--- config.mk ---
export PLATFORM = sky130hd
export DESIGN_NAME = control_unit_pipelined_flat
export DESIGN_NICKNAME = d
export VERILOG_FILES = /design/src/rtl/control_unit_pipelined_pkg.sv /design/src/rtl/control_unit_pipelined_if.sv /design/src/rtl/control_unit_pipelined_branch.sv /design/src/rtl/control_unit_pipelined.sv /design/src/flat_wrapper.sv
export SDC_FILE = /design/constraint.sdc
export NUM_CORES = 1
export LEC_CHECK = 0
export CORE_ASPECT_RATIO = 1.75
export CORE_MARGIN = 2
export CORE_UTILIZATION = 39
export CTS_BUF_LIST = sky130_fd_sc_hd__clkbuf_8
export DETAILED_ROUTE_END_ITERATION = 8
export PLACE_DENSITY = 0.84
export SETUP_SLACK_MARGIN = 0.4
export SLEW_MARGIN = 20
export SYNTH_ARGS = -nofsm -noshare
export SYNTH_HDL_FRONTEND = slang
export SYNTH_SLANG_ARGS = --single-unit
export TNS_END_PERCENT = 5
--- constraint.sdc ---
create_clock -name clk -period 1.6 [get_ports clk]
set_input_delay 0.32 -clock clk [delete_from_list [all_inputs] [get_ports clk]]
set_output_delay 0.32 -clock clk [all_outputs]
set_load 0.02 [all_outputs]
--- src/rtl/control_unit_pipelined_pkg.sv ---
// Shared encodings and pipeline control bundles for the RV32I control unit.
package control_pkg;

    localparam logic [6:0] OP_R      = 7'b0110011;
    localparam logic [6:0] OP_IMM    = 7'b0010011;
    localparam logic [6:0] OP_LOAD   = 7'b0000011;
    localparam logic [6:0] OP_STORE  = 7'b0100011;
    localparam logic [6:0] OP_BRANCH = 7'b1100011;
    localparam logic [6:0] OP_JAL    = 7'b1101111;
    localparam logic [6:0] OP_JALR   = 7'b1100111;
    localparam logic [6:0] OP_LUI    = 7'b0110111;
    localparam logic [6:0] OP_AUIPC  = 7'b0010111;

    localparam logic [2:0] F3_BEQ  = 3'b000;
    localparam logic [2:0] F3_BNE  = 3'b001;
    localparam logic [2:0] F3_BLT  = 3'b100;
    localparam logic [2:0] F3_BGE  = 3'b101;
    localparam logic [2:0] F3_BLTU = 3'b110;
    localparam logic [2:0] F3_BGEU = 3'b111;

    typedef enum logic [1:0] {
        RES_ALU = 2'b00,
        RES_MEM = 2'b01,
        RES_PC4 = 2'b10
    } result_src_e;

    typedef enum logic [2:0] {
        IMM_I = 3'b000,
        IMM_S = 3'b001,
        IMM_B = 3'b010,
        IMM_J = 3'b011,
        IMM_U = 3'b100
    } imm_src_e;

    typedef enum logic [3:0] {
        ALU_ADD   = 4'd0,
        ALU_SUB   = 4'd1,
        ALU_AND   = 4'd2,
        ALU_OR    = 4'd3,
        ALU_XOR   = 4'd4,
        ALU_SLT   = 4'd5,
        ALU_SLTU  = 4'd6,
        ALU_SLL   = 4'd7,
        ALU_SRL   = 4'd8,
        ALU_SRA   = 4'd9,
        ALU_PASSB = 4'd10
    } alu_ctrl_e;

    typedef struct packed {
        logic        reg_write;
        result_src_e result_src;
        logic        mem_write;
        logic        jump;
        logic        branch;
        logic        jalr;
        alu_ctrl_e   alu_control;
        logic        alu_src;
        logic [2:0]  funct3;
        logic        illegal;
    } ctrl_e_t;

    typedef struct packed {
        logic        reg_write;
        result_src_e result_src;
        logic        mem_write;
    } ctrl_m_t;

    typedef struct packed {
        logic        reg_write;
        result_src_e result_src;
    } ctrl_w_t;

    localparam ctrl_e_t CTRL_E_BUBBLE = '0;
    localparam ctrl_m_t CTRL_M_BUBBLE = '0;
    localparam ctrl_w_t CTRL_W_BUBBLE = '0;

    // funct7[5] selects SUB only for register-register adds; SRA/SRAI for either form.
    function automatic alu_ctrl_e alu_decode(input logic [2:0] funct3,
                                             input logic       funct7_5,
                                             input logic       is_r);
        alu_ctrl_e op;
        case (funct3)
            3'b000:  op = (is_r && funct7_5) ? ALU_SUB : ALU_ADD;
            3'b001:  op = ALU_SLL;
            3'b010:  op = ALU_SLT;
            3'b011:  op = ALU_SLTU;
            3'b100:  op = ALU_XOR;
            3'b101:  op = funct7_5 ? ALU_SRA : ALU_SRL;
            3'b110:  op = ALU_OR;
            default: op = ALU_AND;
        endcase
        return op;
    endfunction

endpackage

--- src/rtl/control_unit_pipelined_if.sv ---
// Decode inputs, hazard controls, ALU flags and per-stage control outputs of the control unit.
interface control_unit_pipelined_if #(
    parameter int OP_WIDTH       = 7,
    parameter int FUNCT3_WIDTH   = 3,
    parameter int ALU_CTRL_WIDTH = 4,
    parameter int IMM_SRC_WIDTH  = 3,
    parameter int STAT_WIDTH     = 32
);
    logic [OP_WIDTH-1:0]       opD;
    logic [FUNCT3_WIDTH-1:0]   funct3D;
    logic                      funct7_5D;
    logic                      StallE;
    logic                      FlushE;
    logic                      ZeroE;
    logic                      NE;
    logic                      CE;
    logic                      VE;
    logic [IMM_SRC_WIDTH-1:0]  ImmSrcD;
    logic [ALU_CTRL_WIDTH-1:0] ALUControlE;
    logic                      ALUSrcE;
    logic                      PCSrcE;
    logic                      JalrE;
    logic                      MemWriteM;
    logic                      RegWriteE;
    logic                      RegWriteM;
    logic                      RegWriteW;
    logic [1:0]                ResultSrcE;
    logic [1:0]                ResultSrcM;
    logic [1:0]                ResultSrcW;
    logic                      IllegalE;
    logic [STAT_WIDTH-1:0]     BranchCnt;
    logic [STAT_WIDTH-1:0]     TakenCnt;

    modport slave (
        input  opD, funct3D, funct7_5D, StallE, FlushE, ZeroE, NE, CE, VE,
        output ImmSrcD, ALUControlE, ALUSrcE, PCSrcE, JalrE, MemWriteM,
               RegWriteE, RegWriteM, RegWriteW, ResultSrcE, ResultSrcM, ResultSrcW,
               IllegalE, BranchCnt, TakenCnt
    );

    modport master (
        output opD, funct3D, funct7_5D, StallE, FlushE, ZeroE, NE, CE, VE,
        input  ImmSrcD, ALUControlE, ALUSrcE, PCSrcE, JalrE, MemWriteM,
               RegWriteE, RegWriteM, RegWriteW, ResultSrcE, ResultSrcM, ResultSrcW,
               IllegalE, BranchCnt, TakenCnt
    );
endinterface

--- src/rtl/control_unit_pipelined_branch.sv ---
// E-stage branch/jump resolution from the rs1-rs2 compare flags.
module branch_unit
    import control_pkg::*;
(
    input  logic [2:0] funct3,
    input  logic       zero,
    input  logic       neg,
    input  logic       carry,
    input  logic       ovf,
    input  logic       branch,
    input  logic       jump,
    output logic       pc_src
);
    logic cond;

    always_comb begin
        cond = 1'b0;
        case (funct3)
            F3_BEQ:  cond = zero;
            F3_BNE:  cond = ~zero;
            F3_BLT:  cond = neg ^ ovf;
            F3_BGE:  cond = ~(neg ^ ovf);
            F3_BLTU: cond = ~carry;
            F3_BGEU: cond = carry;
            default: cond = 1'b0;
        endcase
        pc_src = jump | (branch & cond);
    end
endmodule

--- src/rtl/control_unit_pipelined.sv ---
// RV32I pipelined control unit: D decode, E/M/W control registers, E-stage redirect.
// Optional branch statistics counters built when BRANCH_STATS_EN is defined.
module control_unit_pipelined
    import control_pkg::*;
#(
    parameter int OP_WIDTH       = 7,
    parameter int FUNCT3_WIDTH   = 3,
    parameter int ALU_CTRL_WIDTH = 4,
    parameter int IMM_SRC_WIDTH  = 3,
    parameter int STAT_WIDTH     = 32
) (
    input logic                     clk,
    input logic                     rst,
    control_unit_pipelined_if.slave bus
);
    logic [OP_WIDTH-1:0]     op_d;
    logic [FUNCT3_WIDTH-1:0] funct3_d;
    imm_src_e                imm_src;
    ctrl_e_t                 dec;
    ctrl_e_t                 e_q;
    ctrl_m_t                 m_q;
    ctrl_w_t                 w_q;
    logic                    pc_src;

    assign op_d     = bus.opD;
    assign funct3_d = bus.funct3D;

    always_comb begin
        dec        = CTRL_E_BUBBLE;
        imm_src    = IMM_I;
        dec.funct3 = funct3_d;
        case (op_d)
            OP_R: begin
                dec.reg_write   = 1'b1;
                dec.alu_control = alu_decode(funct3_d, bus.funct7_5D, 1'b1);
            end
            OP_IMM: begin
                dec.reg_write   = 1'b1;
                dec.alu_src     = 1'b1;
                dec.alu_control = alu_decode(funct3_d, bus.funct7_5D, 1'b0);
            end
            OP_LOAD: begin
                dec.reg_write  = 1'b1;
                dec.alu_src    = 1'b1;
                dec.result_src = RES_MEM;
            end
            OP_STORE: begin
                imm_src       = IMM_S;
                dec.mem_write = 1'b1;
                dec.alu_src   = 1'b1;
            end
            OP_BRANCH: begin
                imm_src = IMM_B;
                if (funct3_d == 3'b010 || funct3_d == 3'b011) begin
                    dec.illegal = 1'b1;
                end else begin
                    dec.branch      = 1'b1;
                    dec.alu_control = ALU_SUB;
                end
            end
            OP_JAL: begin
                imm_src        = IMM_J;
                dec.reg_write  = 1'b1;
                dec.result_src = RES_PC4;
                dec.jump       = 1'b1;
            end
            OP_JALR: begin
                dec.reg_write  = 1'b1;
                dec.result_src = RES_PC4;
                dec.jump       = 1'b1;
                dec.jalr       = 1'b1;
                dec.alu_src    = 1'b1;
            end
            OP_LUI: begin
                imm_src         = IMM_U;
                dec.reg_write   = 1'b1;
                dec.alu_src     = 1'b1;
                dec.alu_control = ALU_PASSB;
            end
            OP_AUIPC: begin
                imm_src       = IMM_U;
                dec.reg_write = 1'b1;
                dec.alu_src   = 1'b1;
            end
            default: dec.illegal = 1'b1;
        endcase
    end

    // Flush wins over stall: a redirect or load-use bubble must not be held.
    always_ff @(posedge clk) begin
        if (rst || bus.FlushE) begin
            e_q <= CTRL_E_BUBBLE;
        end else if (!bus.StallE) begin
            e_q <= dec;
        end
    end

    always_ff @(posedge clk) begin
        if (rst || bus.StallE) begin
            m_q <= CTRL_M_BUBBLE;
        end else begin
            m_q <= '{reg_write: e_q.reg_write, result_src: e_q.result_src,
                     mem_write: e_q.mem_write};
        end
    end

    always_ff @(posedge clk) begin
        if (rst) begin
            w_q <= CTRL_W_BUBBLE;
        end else begin
            w_q <= '{reg_write: m_q.reg_write, result_src: m_q.result_src};
        end
    end

    branch_unit u_branch (
        .funct3 (e_q.funct3),
        .zero   (bus.ZeroE),
        .neg    (bus.NE),
        .carry  (bus.CE),
        .ovf    (bus.VE),
        .branch (e_q.branch),
        .jump   (e_q.jump),
        .pc_src (pc_src)
    );

    assign bus.ImmSrcD     = IMM_SRC_WIDTH'(imm_src);
    assign bus.ALUControlE = ALU_CTRL_WIDTH'(e_q.alu_control);
    assign bus.ALUSrcE     = e_q.alu_src;
    assign bus.PCSrcE      = pc_src;
    assign bus.JalrE       = e_q.jalr;
    assign bus.IllegalE    = e_q.illegal;
    assign bus.RegWriteE   = e_q.reg_write;
    assign bus.ResultSrcE  = e_q.result_src;
    assign bus.MemWriteM   = m_q.mem_write;
    assign bus.RegWriteM   = m_q.reg_write;
    assign bus.ResultSrcM  = m_q.result_src;
    assign bus.RegWriteW   = w_q.reg_write;
    assign bus.ResultSrcW  = w_q.result_src;

`ifdef BRANCH_STATS_EN
    logic [STAT_WIDTH-1:0] branch_cnt;
    logic [STAT_WIDTH-1:0] taken_cnt;

    // A stalled branch is counted once, on the edge that releases it from E.
    always_ff @(posedge clk) begin
        if (rst) begin
            branch_cnt <= '0;
            taken_cnt  <= '0;
        end else if (e_q.branch && !bus.StallE) begin
            if (branch_cnt != '1) branch_cnt <= branch_cnt + STAT_WIDTH'(1);
            if (pc_src && taken_cnt != '1) taken_cnt <= taken_cnt + STAT_WIDTH'(1);
        end
    end

    assign bus.BranchCnt = branch_cnt;
    assign bus.TakenCnt  = taken_cnt;
`else
    assign bus.BranchCnt = {STAT_WIDTH{1'b0}};
    assign bus.TakenCnt  = {STAT_WIDTH{1'b0}};
`endif

endmodule

--- src/flat_wrapper.sv ---
// flat-port wrapper written by rule: the top's interface ports become plain ports
module control_unit_pipelined_flat import control_pkg::*;
#(
    parameter int OP_WIDTH       = 7,
    parameter int FUNCT3_WIDTH   = 3,
    parameter int ALU_CTRL_WIDTH = 4,
    parameter int IMM_SRC_WIDTH  = 3,
    parameter int STAT_WIDTH     = 32
)
  (clk, rst, bus_opD, bus_funct3D, bus_funct7_5D, bus_StallE, bus_FlushE, bus_ZeroE, bus_NE, bus_CE, bus_VE, bus_ImmSrcD, bus_ALUControlE, bus_ALUSrcE, bus_PCSrcE, bus_JalrE, bus_MemWriteM, bus_RegWriteE, bus_RegWriteM, bus_RegWriteW, bus_ResultSrcE, bus_ResultSrcM, bus_ResultSrcW, bus_IllegalE, bus_BranchCnt, bus_TakenCnt);
  control_unit_pipelined_if #(.OP_WIDTH(OP_WIDTH), .FUNCT3_WIDTH(FUNCT3_WIDTH), .ALU_CTRL_WIDTH(ALU_CTRL_WIDTH), .IMM_SRC_WIDTH(IMM_SRC_WIDTH), .STAT_WIDTH(STAT_WIDTH)) bus_i ();
  input logic clk;
  input logic rst;
  input wire logic [$bits(bus_i.opD)-1:0] bus_opD;
  input wire logic [$bits(bus_i.funct3D)-1:0] bus_funct3D;
  input wire logic [$bits(bus_i.funct7_5D)-1:0] bus_funct7_5D;
  input wire logic [$bits(bus_i.StallE)-1:0] bus_StallE;
  input wire logic [$bits(bus_i.FlushE)-1:0] bus_FlushE;
  input wire logic [$bits(bus_i.ZeroE)-1:0] bus_ZeroE;
  input wire logic [$bits(bus_i.NE)-1:0] bus_NE;
  input wire logic [$bits(bus_i.CE)-1:0] bus_CE;
  input wire logic [$bits(bus_i.VE)-1:0] bus_VE;
  output wire logic [$bits(bus_i.ImmSrcD)-1:0] bus_ImmSrcD;
  output wire logic [$bits(bus_i.ALUControlE)-1:0] bus_ALUControlE;
  output wire logic [$bits(bus_i.ALUSrcE)-1:0] bus_ALUSrcE;
  output wire logic [$bits(bus_i.PCSrcE)-1:0] bus_PCSrcE;
  output wire logic [$bits(bus_i.JalrE)-1:0] bus_JalrE;
  output wire logic [$bits(bus_i.MemWriteM)-1:0] bus_MemWriteM;
  output wire logic [$bits(bus_i.RegWriteE)-1:0] bus_RegWriteE;
  output wire logic [$bits(bus_i.RegWriteM)-1:0] bus_RegWriteM;
  output wire logic [$bits(bus_i.RegWriteW)-1:0] bus_RegWriteW;
  output wire logic [$bits(bus_i.ResultSrcE)-1:0] bus_ResultSrcE;
  output wire logic [$bits(bus_i.ResultSrcM)-1:0] bus_ResultSrcM;
  output wire logic [$bits(bus_i.ResultSrcW)-1:0] bus_ResultSrcW;
  output wire logic [$bits(bus_i.IllegalE)-1:0] bus_IllegalE;
  output wire logic [$bits(bus_i.BranchCnt)-1:0] bus_BranchCnt;
  output wire logic [$bits(bus_i.TakenCnt)-1:0] bus_TakenCnt;
  assign bus_i.opD = bus_opD;
  assign bus_i.funct3D = bus_funct3D;
  assign bus_i.funct7_5D = bus_funct7_5D;
  assign bus_i.StallE = bus_StallE;
  assign bus_i.FlushE = bus_FlushE;
  assign bus_i.ZeroE = bus_ZeroE;
  assign bus_i.NE = bus_NE;
  assign bus_i.CE = bus_CE;
  assign bus_i.VE = bus_VE;
  assign bus_ImmSrcD = bus_i.ImmSrcD;
  assign bus_ALUControlE = bus_i.ALUControlE;
  assign bus_ALUSrcE = bus_i.ALUSrcE;
  assign bus_PCSrcE = bus_i.PCSrcE;
  assign bus_JalrE = bus_i.JalrE;
  assign bus_MemWriteM = bus_i.MemWriteM;
  assign bus_RegWriteE = bus_i.RegWriteE;
  assign bus_RegWriteM = bus_i.RegWriteM;
  assign bus_RegWriteW = bus_i.RegWriteW;
  assign bus_ResultSrcE = bus_i.ResultSrcE;
  assign bus_ResultSrcM = bus_i.ResultSrcM;
  assign bus_ResultSrcW = bus_i.ResultSrcW;
  assign bus_IllegalE = bus_i.IllegalE;
  assign bus_BranchCnt = bus_i.BranchCnt;
  assign bus_TakenCnt = bus_i.TakenCnt;
  control_unit_pipelined #(.OP_WIDTH(OP_WIDTH), .FUNCT3_WIDTH(FUNCT3_WIDTH), .ALU_CTRL_WIDTH(ALU_CTRL_WIDTH), .IMM_SRC_WIDTH(IMM_SRC_WIDTH), .STAT_WIDTH(STAT_WIDTH)) u_core (.clk(clk), .rst(rst), .bus(bus_i));
endmodule
==> qor.txt, run 1 <==
Worst Setup End Kind = primary output
# IOs = 104
RSZ-0062 raised after global routing = true
failing checks = negative setup slack
clock slew at reported path FFs = 70 ps
TritonRoute pass-1 iters = 4
Via density = 4.56
Peak VDD IR = 0.430 mV
global route total overflow = 0
via total after detailed routing = 1483
htree depth = 1
area leader, netlist = buf_4
most frequent cell after synthesis = buf_4
GRT Util Overall = 0.141
Rows = 32
total core area = 4320 sq um
CTS tree = built
FMAX = 593 MHz
Iteration-0 DRC Markers = 17
Clk pwr share = 0.262
library cells used by synthesis = 45
largest net degree at the start of global routing = 16
Logic pwr share = 0.302
layout cells sized above 1 = 0.336
Critical Path Fanout Max = 4
Worst EP required = 1280 ps
Hold WS = 453 ps
GPL Wtd Cong = 0.937
final hold viol count = 0
Starting Density = 0.401
part of the cycle the worst path needs = 1.05
Hold Path Sink = u_core.bus.ALUControlE[1]
synth cell count leaders = buf_4, dfxtp_1, nand2_1
status = complete, but fails checks
sequential fraction of the synthesis area = 0.266
Post-synth EDFFs = 0
sequential group share of total power = 0.436
hold path start = u_core.bus.ALUControlE[1]
# setup viols final = 1
Leak = 1.06 nW
nets = 294
max-slew violations = 0
worst setup margin = -86.4 ps
Mean Syn Cell Area = 8.14 sq um
Worst R2R Path Depth = 3
internal cell power = 0.895 mW
crit path kind = flop to primary output
IO Port Bufs = 39
clk_skew = 1.03 ps
Synth area leaders = buf_4, dfxtp_1, nand2_1
first-pass GRT wire length = 5360 microns
Switching Share = 0.331
Post-synth ARST share = 0
Residual DRC = 0
Synth Warn # = 0
Synth top area share = 0.312
crit path DAT = 1370 ps
Reg2Reg Launch Point = u_core.e_q[3]
dpl hpwl = 2820 microns
antenna cell count = 0
Hold-fix buffers, CTS = 0
clk root buf = clkbuf_8
worst hold path type = flop to flop
die area = 5010 sq um
net switching power figure = 0.443 mW
max-capacitance violation count = 0
Die H = 92.2 microns
CTS Buffer Depth = 2
number of global-route vias before repair = 1320
Final min period = 1690 ps
WL final = 3640 microns
FF-to-FF setup slack = 800 ps
Hold Path Depth = 2
cell count after synthesis = 213
pwr dens = 608 nW/um^2
synthesized flop and latch total = 23
area growth from synthesis to layout = 27.1%
clk_lat worst skew = 260 ps
synthesized area = 1730 sq um
worst r2r dst = u_core.e_q[3]
setup TNS = -86.4 ps
initial antenna violation count = 0
startpoint types = flop
CTS Sinks = 23
die extent in x = 54.4 microns
CTS buffer count = 3
post-route ant nets = 0
post-layout util = 0.509
WL/cell = 11.2 microns
Top FF cell, synth = dfxtp_1
==> power groups by stage <==
| stage | clock (mW) | combinational, mW | sequential [mW] |
|---|---|---|---|
| 3_3_place_gp | 0 | 0.368 | 0.598 |
| 5_1_grt | 0.389 | 0.438 | 0.584 |
| 6_report | 0.351 | 0.404 | 0.583 |
| 4_1_cts | 0.364 | 0.390 | 0.585 |
| 2_1_floorplan | 0 | 0.358 | 0.600 |
| 3_5_place_dp | 0 | 0.374 | 0.598 |
==> area by class of cell <==
type	count	area, sq um
clock buffer	3	41.3
clock inverter	1	5.00
fill	412	2120
inverter	3	11.3
multi-input combinational	172	1030
sequential	23	468
tap	51	63.8
timing repair buffer	72	584
==> worst max-delay path: stages (launching register included) <==
cell     delay (ps)
dfxtp_4         370
nand2_2          60
or3_4           360
nand3_2          80
a21o_1          120
buf_6           110
==> metal layers <==
metal / wire length [microns] / GRT usage / up-vias
met3: 290 / 0.0212 / 6
met2: 2070 / 0.268 / 85
met4: 65 / 0.0688 / 0
li1: - / - / 706
met5: 0 / 0 / -
met1: 1220 / 0.134 / 686
==> flip-flops by register name (all words and copies together) (netlist names) <==
name                    cells
u_core.bus.RegWriteM        1
u_core.bus.ALUSrcE          1
u_core.e_q                  6
u_core.bus.ResultSrcE       2
u_core.bus.ResultSrcM       2
u_core.bus.RegWriteE        1
u_core.bus.MemWriteM        1
u_core.bus.ALUControlE      4
u_core.bus.ResultSrcW       2
u_core.bus.IllegalE         1
u_core.bus.JalrE            1
u_core.bus.RegWriteW        1
==> cells by family (layout without fill, tap and decap cells) <==
group,count (synthesis),after routing,synth area share
compound gates,29,29,0.114
xor+xnor,5,5,0.0253
buf+inv,81,79,0.337
flops,23,23,0.266
mux,4,4,0.0238
other cells,1,64,0.00216
simple gates,70,70,0.232
==> worst max-delay path by stage <==
stage                  start          to  slack (ps)  depth (start not counted)
2_1_floorplan         bus_VE  bus_PCSrcE         240                          4
3_3_place_gp          bus_VE  bus_PCSrcE        -720                          6
3_5_place_dp          bus_VE  bus_PCSrcE        -760                          6
4_1_cts        u_core.e_q[1]  bus_PCSrcE        -110                          5
5_1_grt        u_core.e_q[1]  bus_PCSrcE        -150                          5
6_report       u_core.e_q[1]  bus_PCSrcE         -90                          5
==> metrics by stage <==
stage	cells	total power [mW]	worst slack [ps]	area [sq um]
floorplan	276	0.958	238	1980
global placement	318	0.966	-721	2080
detailed placement	318	0.972	-757	2080
CTS	324	1.34	-113	2220
global route	325	1.41	-148	2200
finish	325	1.34	-86.4	2200
==> layout by cell type (no fill, tap or decap), types with 3 or more instances in the layout <==
cell type         n
dlygate4sd2_1     6
nand2_2           3
nor2_1           11
nand3_1           3
clkbuf_2          4
mux2i_1           3
nand2b_1          3
a21oi_1          11
clkdlybuf4s50_1   3
buf_2            15
inv_1             3
dfxtp_1          21
nor2b_1           6
buf_4            25
and2_1            5
conb_1           64
nand2_1          14
buf_6            14
clkbuf_8          3
==> what timing repair did <==
item	in CTS	in global routing
setup buffers	2	1
cloned	0	0
resized for setup	137	29
pin swaps	22	21
endpoints found under the hold margin	0	0
endpoints found under the setup margin	37	26
Power figures use the tool's default switching activity.
==> inputs of run 2 (changes only) <==
==> constraint.sdc (replaced) <==
create_clock -name clk -period 1.6 [get_ports clk]
set_input_delay 0.24 -clock clk [delete_from_list [all_inputs] [get_ports clk]]
set_output_delay 0.24 -clock clk [all_outputs]
set_load 0.02 [all_outputs]
==> run 2 against run 1 <==
The flow still finishes with violations (negative setup slack). Wire length up 5.4%. Final cell count is 0.31% lower. Combinational power up 3%. Critical path type unchanged. Largest power group unchanged. Highest routed layer unchanged.
==> qor.txt, run 2 (synthesis gave the netlist of run 1 again) <==
layout cells sized above 1 = 0.293 (was 0.336)
area growth from synthesis to layout = 31.6% (was 27.1%)
Placed Cells = 318 (unchanged)
Biggest register = u_core.e_q (unchanged)
CTS Buffer Depth = 2 (unchanged)
clk_lat worst skew = 260 ps (about the same)
CTS buffer count = 3 (unchanged)
nets = 293 (was 294)
Hold-fix buffers, CTS = 0 (unchanged)
crit path kind = flop to primary output (unchanged)
CP cell instances = nand2_2 > or3_1 > nand3_2 > a21o_1 > buf_6 (was nand2_2 > or3_4 > nand3_2 > a21o_1 > buf_6)
number of global-route vias before repair = 1346 (was 1320)
Residual DRC = 0 (unchanged)
Crit path buffers/inverters = 1 (unchanged)
RSZ-0062 raised after global routing = true (unchanged)
largest delay contributor family on the critical path = simple AND/OR/NAND/NOR gates (unchanged)
via total after detailed routing = 1482 (was 1483)
clk root buf = clkbuf_8 (unchanged)
global route total overflow = 0 (unchanged)
DP Area = 2080 sq um (about the same)
failing checks = negative setup slack (unchanged)
crit path DAT = 1370 ps (about the same)
most frequent cells in the layout = conb_1, buf_4, dfxtp_1 (unchanged)
Iteration-0 DRC Markers = 23 (was 17)
TritonRoute pass-1 iters = 4 (unchanged)
antenna cell count = 0 (unchanged)
slowest cell delay on critical path = 370 ps (about the same)
crit path capture = bus_PCSrcE (unchanged)
startpoint types = flop (unchanged)
pwr dens = 598 nW/um^2 (was 608 nW/um^2)
post-route ant nets = 0 (unchanged)
clk_skew = 1.46 ps (was 1.03 ps)
die extent in x = 54.4 microns (unchanged)
setup TNS = -12.6 ps (was -86.4 ps)
post-route cell area = 2280 sq um (was 2200 sq um)
GRT Util Overall = 0.154 (was 0.141)
worst setup path startpoint = u_core.e_q[3] (was u_core.e_q[1])
commonest non-fill, non-tap cell in the layout = conb_1 (unchanged)
worst r2r dst = u_core.e_q[3] (unchanged)
Worst Setup End Kind = primary output (unchanged)
Worst R2R Path Depth = 3 (unchanged)
hold path start = bus_opD[5] (was u_core.bus.ALUControlE[1])
final hold viol count = 0 (unchanged)
CTS tree = built (unchanged)
max-slew violations = 0 (unchanged)
Critical Path Fanout Max = 4 (unchanged)
# IOs = 104 (unchanged)
Reg2Reg Launch Point = u_core.e_q[3] (unchanged)
FF-to-FF setup slack = 830 ps (was 800 ps)
die area = 5010 sq um (unchanged)
htree depth = 1 (unchanged)
max-capacitance violation count = 0 (unchanged)
Critical Path Slowest Stage Cell = dfxtp_4 (unchanged)
Power, Total = 1.36 mW (was 1.34 mW)
post-layout util = 0.527 (was 0.509)
WL/cell = 11.9 microns (was 11.2 microns)
Via density = 4.57 (was 4.56)
clock slew at reported path FFs = 90 ps (was 70 ps)
Die H = 92.2 microns (unchanged)
max FFs per register = 6 (unchanged)
status = complete, but fails checks (unchanged)
Worst EP required = 1360 ps (was 1280 ps)
CTS Sinks = 23 (unchanged)
IO Port Bufs = 39 (unchanged)
worst setup margin = -12.6 ps (was -86.4 ps)
initial antenna violation count = 0 (unchanged)
GPL Wtd Cong = 0.842 (was 0.937)
FMAX = 620 MHz (was 593 MHz)
final std cells w/o fill = 324 (was 325)
part of the cycle the worst path needs = 1.01 (was 1.05)
Rows = 32 (unchanged)
Starting Density = 0.401 (unchanged)
total core area = 4320 sq um (unchanged)
WL final = 3840 microns (was 3640 microns)
largest net degree at the start of global routing = 16 (unchanged)
Leak = 1.08 nW (was 1.06 nW)
first-pass GRT wire length = 5900 microns (was 5360 microns)
dpl hpwl = 2960 microns (was 2820 microns)
Peak VDD IR = 0.328 mV (was 0.430 mV)
worst hold path type = input pin to flop (was flop to flop)
Final min period = 1610 ps (was 1690 ps)
# setup viols final = 1 (unchanged)
Stages on worst setup path = 5 (unchanged)
==> run 2: layout make-up <==
cell class | instances | area (sq um)
tap | 51 | 63.8
inverter | 3 | 11.3
clock inverter | 1 | 7.51
fill | 406 | 2040
multi-input combinational | 172 | 1050
timing repair buffer | 71 | 638
clock buffer | 3 | 41.3
sequential | 23 | 465
==> run 2: worst min-delay path: cells and delay by family <==
| family | cells | cell delay (ps) |
|---|---|---|
| compound gates | 1 | 40 |
| simple gates | 1 | 130 |
| buf+inv | 1 | 120 |
==> run 2: through the flow <==
stage	hold WS, ps	setup slack [ps]
finish	311	-12.6
global route	324	-77.9
CTS	301	-25.8
detailed placement	459	-666
global placement	443	-620
floorplan	312	354
==> run 2: repair_timing <==
action | CTS | global route
resized for setup | 105 | 41
endpoints found under the setup margin | 35 | 23
pin swaps | 16 | 17
setup buffers | 2 | 0
==> run 2: power breakdown <==
part	internal (mW)	total, mW	switching (mW)
combinational	0.146	0.415	0.269
sequential	0.578	0.584	0.00557
clock	0.176	0.364	0.188
==> run 2: worst min path at each step <==
stage	endpoint	slack [ps]	cells after the start
after floorplan	u_core.bus.RegWriteW	310	1
after global placement	u_core.bus.ALUControlE[1]	440	2
after detailed placement	u_core.bus.RegWriteW	460	1
after CTS	u_core.bus.ResultSrcE[0]	300	3
after global routing	u_core.bus.ResultSrcE[0]	320	3
final	u_core.bus.ResultSrcE[0]	310	3
==> run 2: metal layers <==
metal,wire (microns),up-vias,global-route usage
li1,-,696,-
met1,1300,697,0.153
met2,2210,83,0.296
met3,256,6,0.0147
met4,80,0,0.0667
met5,0,-,0
==> inputs of run 3 (changes only) <==
Settings changed: CORE_MARGIN 2 to 5, GPL_ROUTABILITY_DRIVEN set to 0.
==> run 3 against run 2 <==
Register-to-register slack better by 70 ps. The flow still finishes with violations (negative setup slack). Die area grew 18%. Wire length increased by 5.8%. Flip-flop and latch count unchanged. Count of clock-buffer cells in the layout stayed put.
==> qor.txt, run 3 (synthesis gave the netlist of run 1 again) <==
status = complete, but fails checks (unchanged)
failing checks = negative setup slack (unchanged)
CTS tree = built (unchanged)
total core area = 4360 sq um (was 4320 sq um)
GRT Util Overall = 0.136 (was 0.154)
Residual DRC = 0 (unchanged)
Hold-fix buffers, CTS = 0 (unchanged)
largest delay contributor family on the critical path = compound AO/OA/AOI/OAI gates (was simple AND/OR/NAND/NOR gates)
pwr dens = 599 nW/um^2 (was 598 nW/um^2)
met3 usage = 0.0146 (was 0.0147)
number of global-route vias before repair = 1427 (was 1346)
clk root buf = clkbuf_8 (unchanged)
htree depth = 1 (unchanged)
via total after detailed routing = 1443 (was 1482)
CTS Sinks = 23 (unchanged)
commonest non-fill, non-tap cell in the layout = conb_1 (unchanged)
Crit path buffers/inverters = 1 (unchanged)
clock slew at reported path FFs = 80 ps (was 90 ps)
Placed Cells = 316 (was 318)
Worst Setup End Kind = primary output (unchanged)
most frequent cells in the layout = conb_1, buf_4, dfxtp_1 (unchanged)
largest net degree at the start of global routing = 18 (was 16)
CTS buffer count = 3 (unchanged)
clk_skew = 2.99 ps (was 1.46 ps)
Leak = 1.08 nW (about the same)
Iteration-0 DRC Markers = 38 (was 23)
FMAX = 610 MHz (was 620 MHz)
post-layout util = 0.518 (was 0.527)
clk_lat worst skew = 270 ps (was 260 ps)
area growth from synthesis to layout = 30.5% (was 31.6%)
# IOs = 104 (unchanged)
final std cells w/o fill = 323 (was 324)
layout cells sized above 1 = 0.301 (was 0.293)
antenna cell count = 0 (unchanged)
# setup viols final = 1 (unchanged)
dpl hpwl = 3200 microns (was 2960 microns)
max FFs per register = 6 (unchanged)
IO Port Bufs = 39 (unchanged)
initial antenna violation count = 0 (unchanged)
RSZ-0062 raised after global routing = true (unchanged)
final hold viol count = 0 (unchanged)
crit path kind = flop to primary output (unchanged)
Critical Path Fanout Max = 4 (unchanged)
die area = 5930 sq um (was 5010 sq um)
post-route ant nets = 0 (unchanged)
first-pass GRT wire length = 6270 microns (was 5900 microns)
max-slew violations = 0 (unchanged)
Biggest register = u_core.e_q (unchanged)
Via density = 4.47 (was 4.57)
slowest cell delay on critical path = 360 ps (was 370 ps)
WL/cell = 12.6 microns (was 11.9 microns)
Critical Path Slowest Stage Cell = dfxtp_4 (unchanged)
worst setup margin = -39.8 ps (was -12.6 ps)
GR peak layer = met2 (unchanged)
CTS Buffer Depth = 2 (unchanged)
Worst EP required = 1360 ps (about the same)
met1 usage = 0.127 (was 0.153)
startpoint types = flop (unchanged)
CP cell instances = xnor2_1 > o32a_1 > nand3_1 > a21o_1 > buf_6 (was nand2_2 > or3_1 > nand3_2 > a21o_1 > buf_6)
Starting Density = 0.397 (was 0.401)
global route total overflow = 0 (unchanged)
WL final = 4060 microns (was 3840 microns)
TritonRoute pass-1 iters = 4 (unchanged)
Rows = 32 (unchanged)
max-capacitance violation count = 0 (unchanged)
Die H = 98.2 microns (was 92.2 microns)
worst hold path type = input pin to flop (unchanged)
nets = 292 (was 293)
part of the cycle the worst path needs = 1.02 (was 1.01)
Final min period = 1640 ps (was 1610 ps)
crit path DAT = 1400 ps (was 1370 ps)
met2 Use GR = 0.263 (was 0.296)
die extent in x = 60.4 microns (was 54.4 microns)
Peak VDD IR = 0.384 mV (was 0.328 mV)
[run 3: cell count changes in the layout (fill, tap and decap cells not counted), moves of 2 or more]
cell,previous run,this run
buf_6,13,8
clkdlybuf4s15_1,9,6
buf_12,0,2
buf_4,26,28
clkbuf_2,2,4
nor3_2,0,2
o21ai_0,0,2
o21ai_1,3,1
[run 3: stage by stage]
stage	cell area (sq um)	setup slack, ps	total power [mW]	setup TNS, ps	hold slack (ps)
5_1_grt	2260	-82.2	1.41	-82.2	320
3_5_place_dp	2060	-648	0.968	-4340	448
3_3_place_gp	2060	-625	0.962	-4030	446
6_report	2260	-39.8	1.35	-39.8	302
2_1_floorplan	1970	354	0.957	0	312
4_1_cts	2160	-25.3	1.33	-25.3	301
[run 3: final timing paths]
path,from,endpoint,slack (ps),depth (start not counted)
min,bus_opD[5],u_core.bus.ResultSrcE[0],300,3
min reg2reg,u_core.bus.ResultSrcM[0],u_core.bus.ResultSrcW[0],460,1
max,u_core.e_q[1],bus_PCSrcE,-40,5
max reg2reg,u_core.bus.ALUControlE[0],u_core.bus.ALUControlE[0],900,2
[run 3: tightest hold or removal path, cell delays in order]
cell and delay [ps]:
buf_2 120, or4_4 120, a21oi_1 40
[run 3: layout make-up]
| cell class | count | area (sq um) |
|---|---|---|
| timing repair buffer | 70 | 629 |
| clock inverter | 1 | 5.00 |
| clock buffer | 3 | 41.3 |
| sequential | 23 | 468 |
| inverter | 3 | 11.3 |
| multi-input combinational | 172 | 1040 |
| fill | 409 | 2100 |
| tap | 51 | 63.8 |
[run 3: per-layer routing]
| layer | share of wire | routed length [microns] |
|---|---|---|
| met4 | 0.028 | 115 |
| met1 | 0.30 | 1230 |
| met2 | 0.56 | 2290 |
| met3 | 0.11 | 427 |
| met5 | 0 | 0 |
[run 3: repair_timing]
item	in CTS	in global routing
setup endpoints to repair	41	22
gates cloned	0	0
resized for setup	103	39
setup buffers	2	1
pin swaps	12	15
[run 3: where the power goes]
part / switching, mW / internal [mW]
clock network: 0.184 / 0.174
logic: 0.267 / 0.147
registers: 0.00529 / 0.577
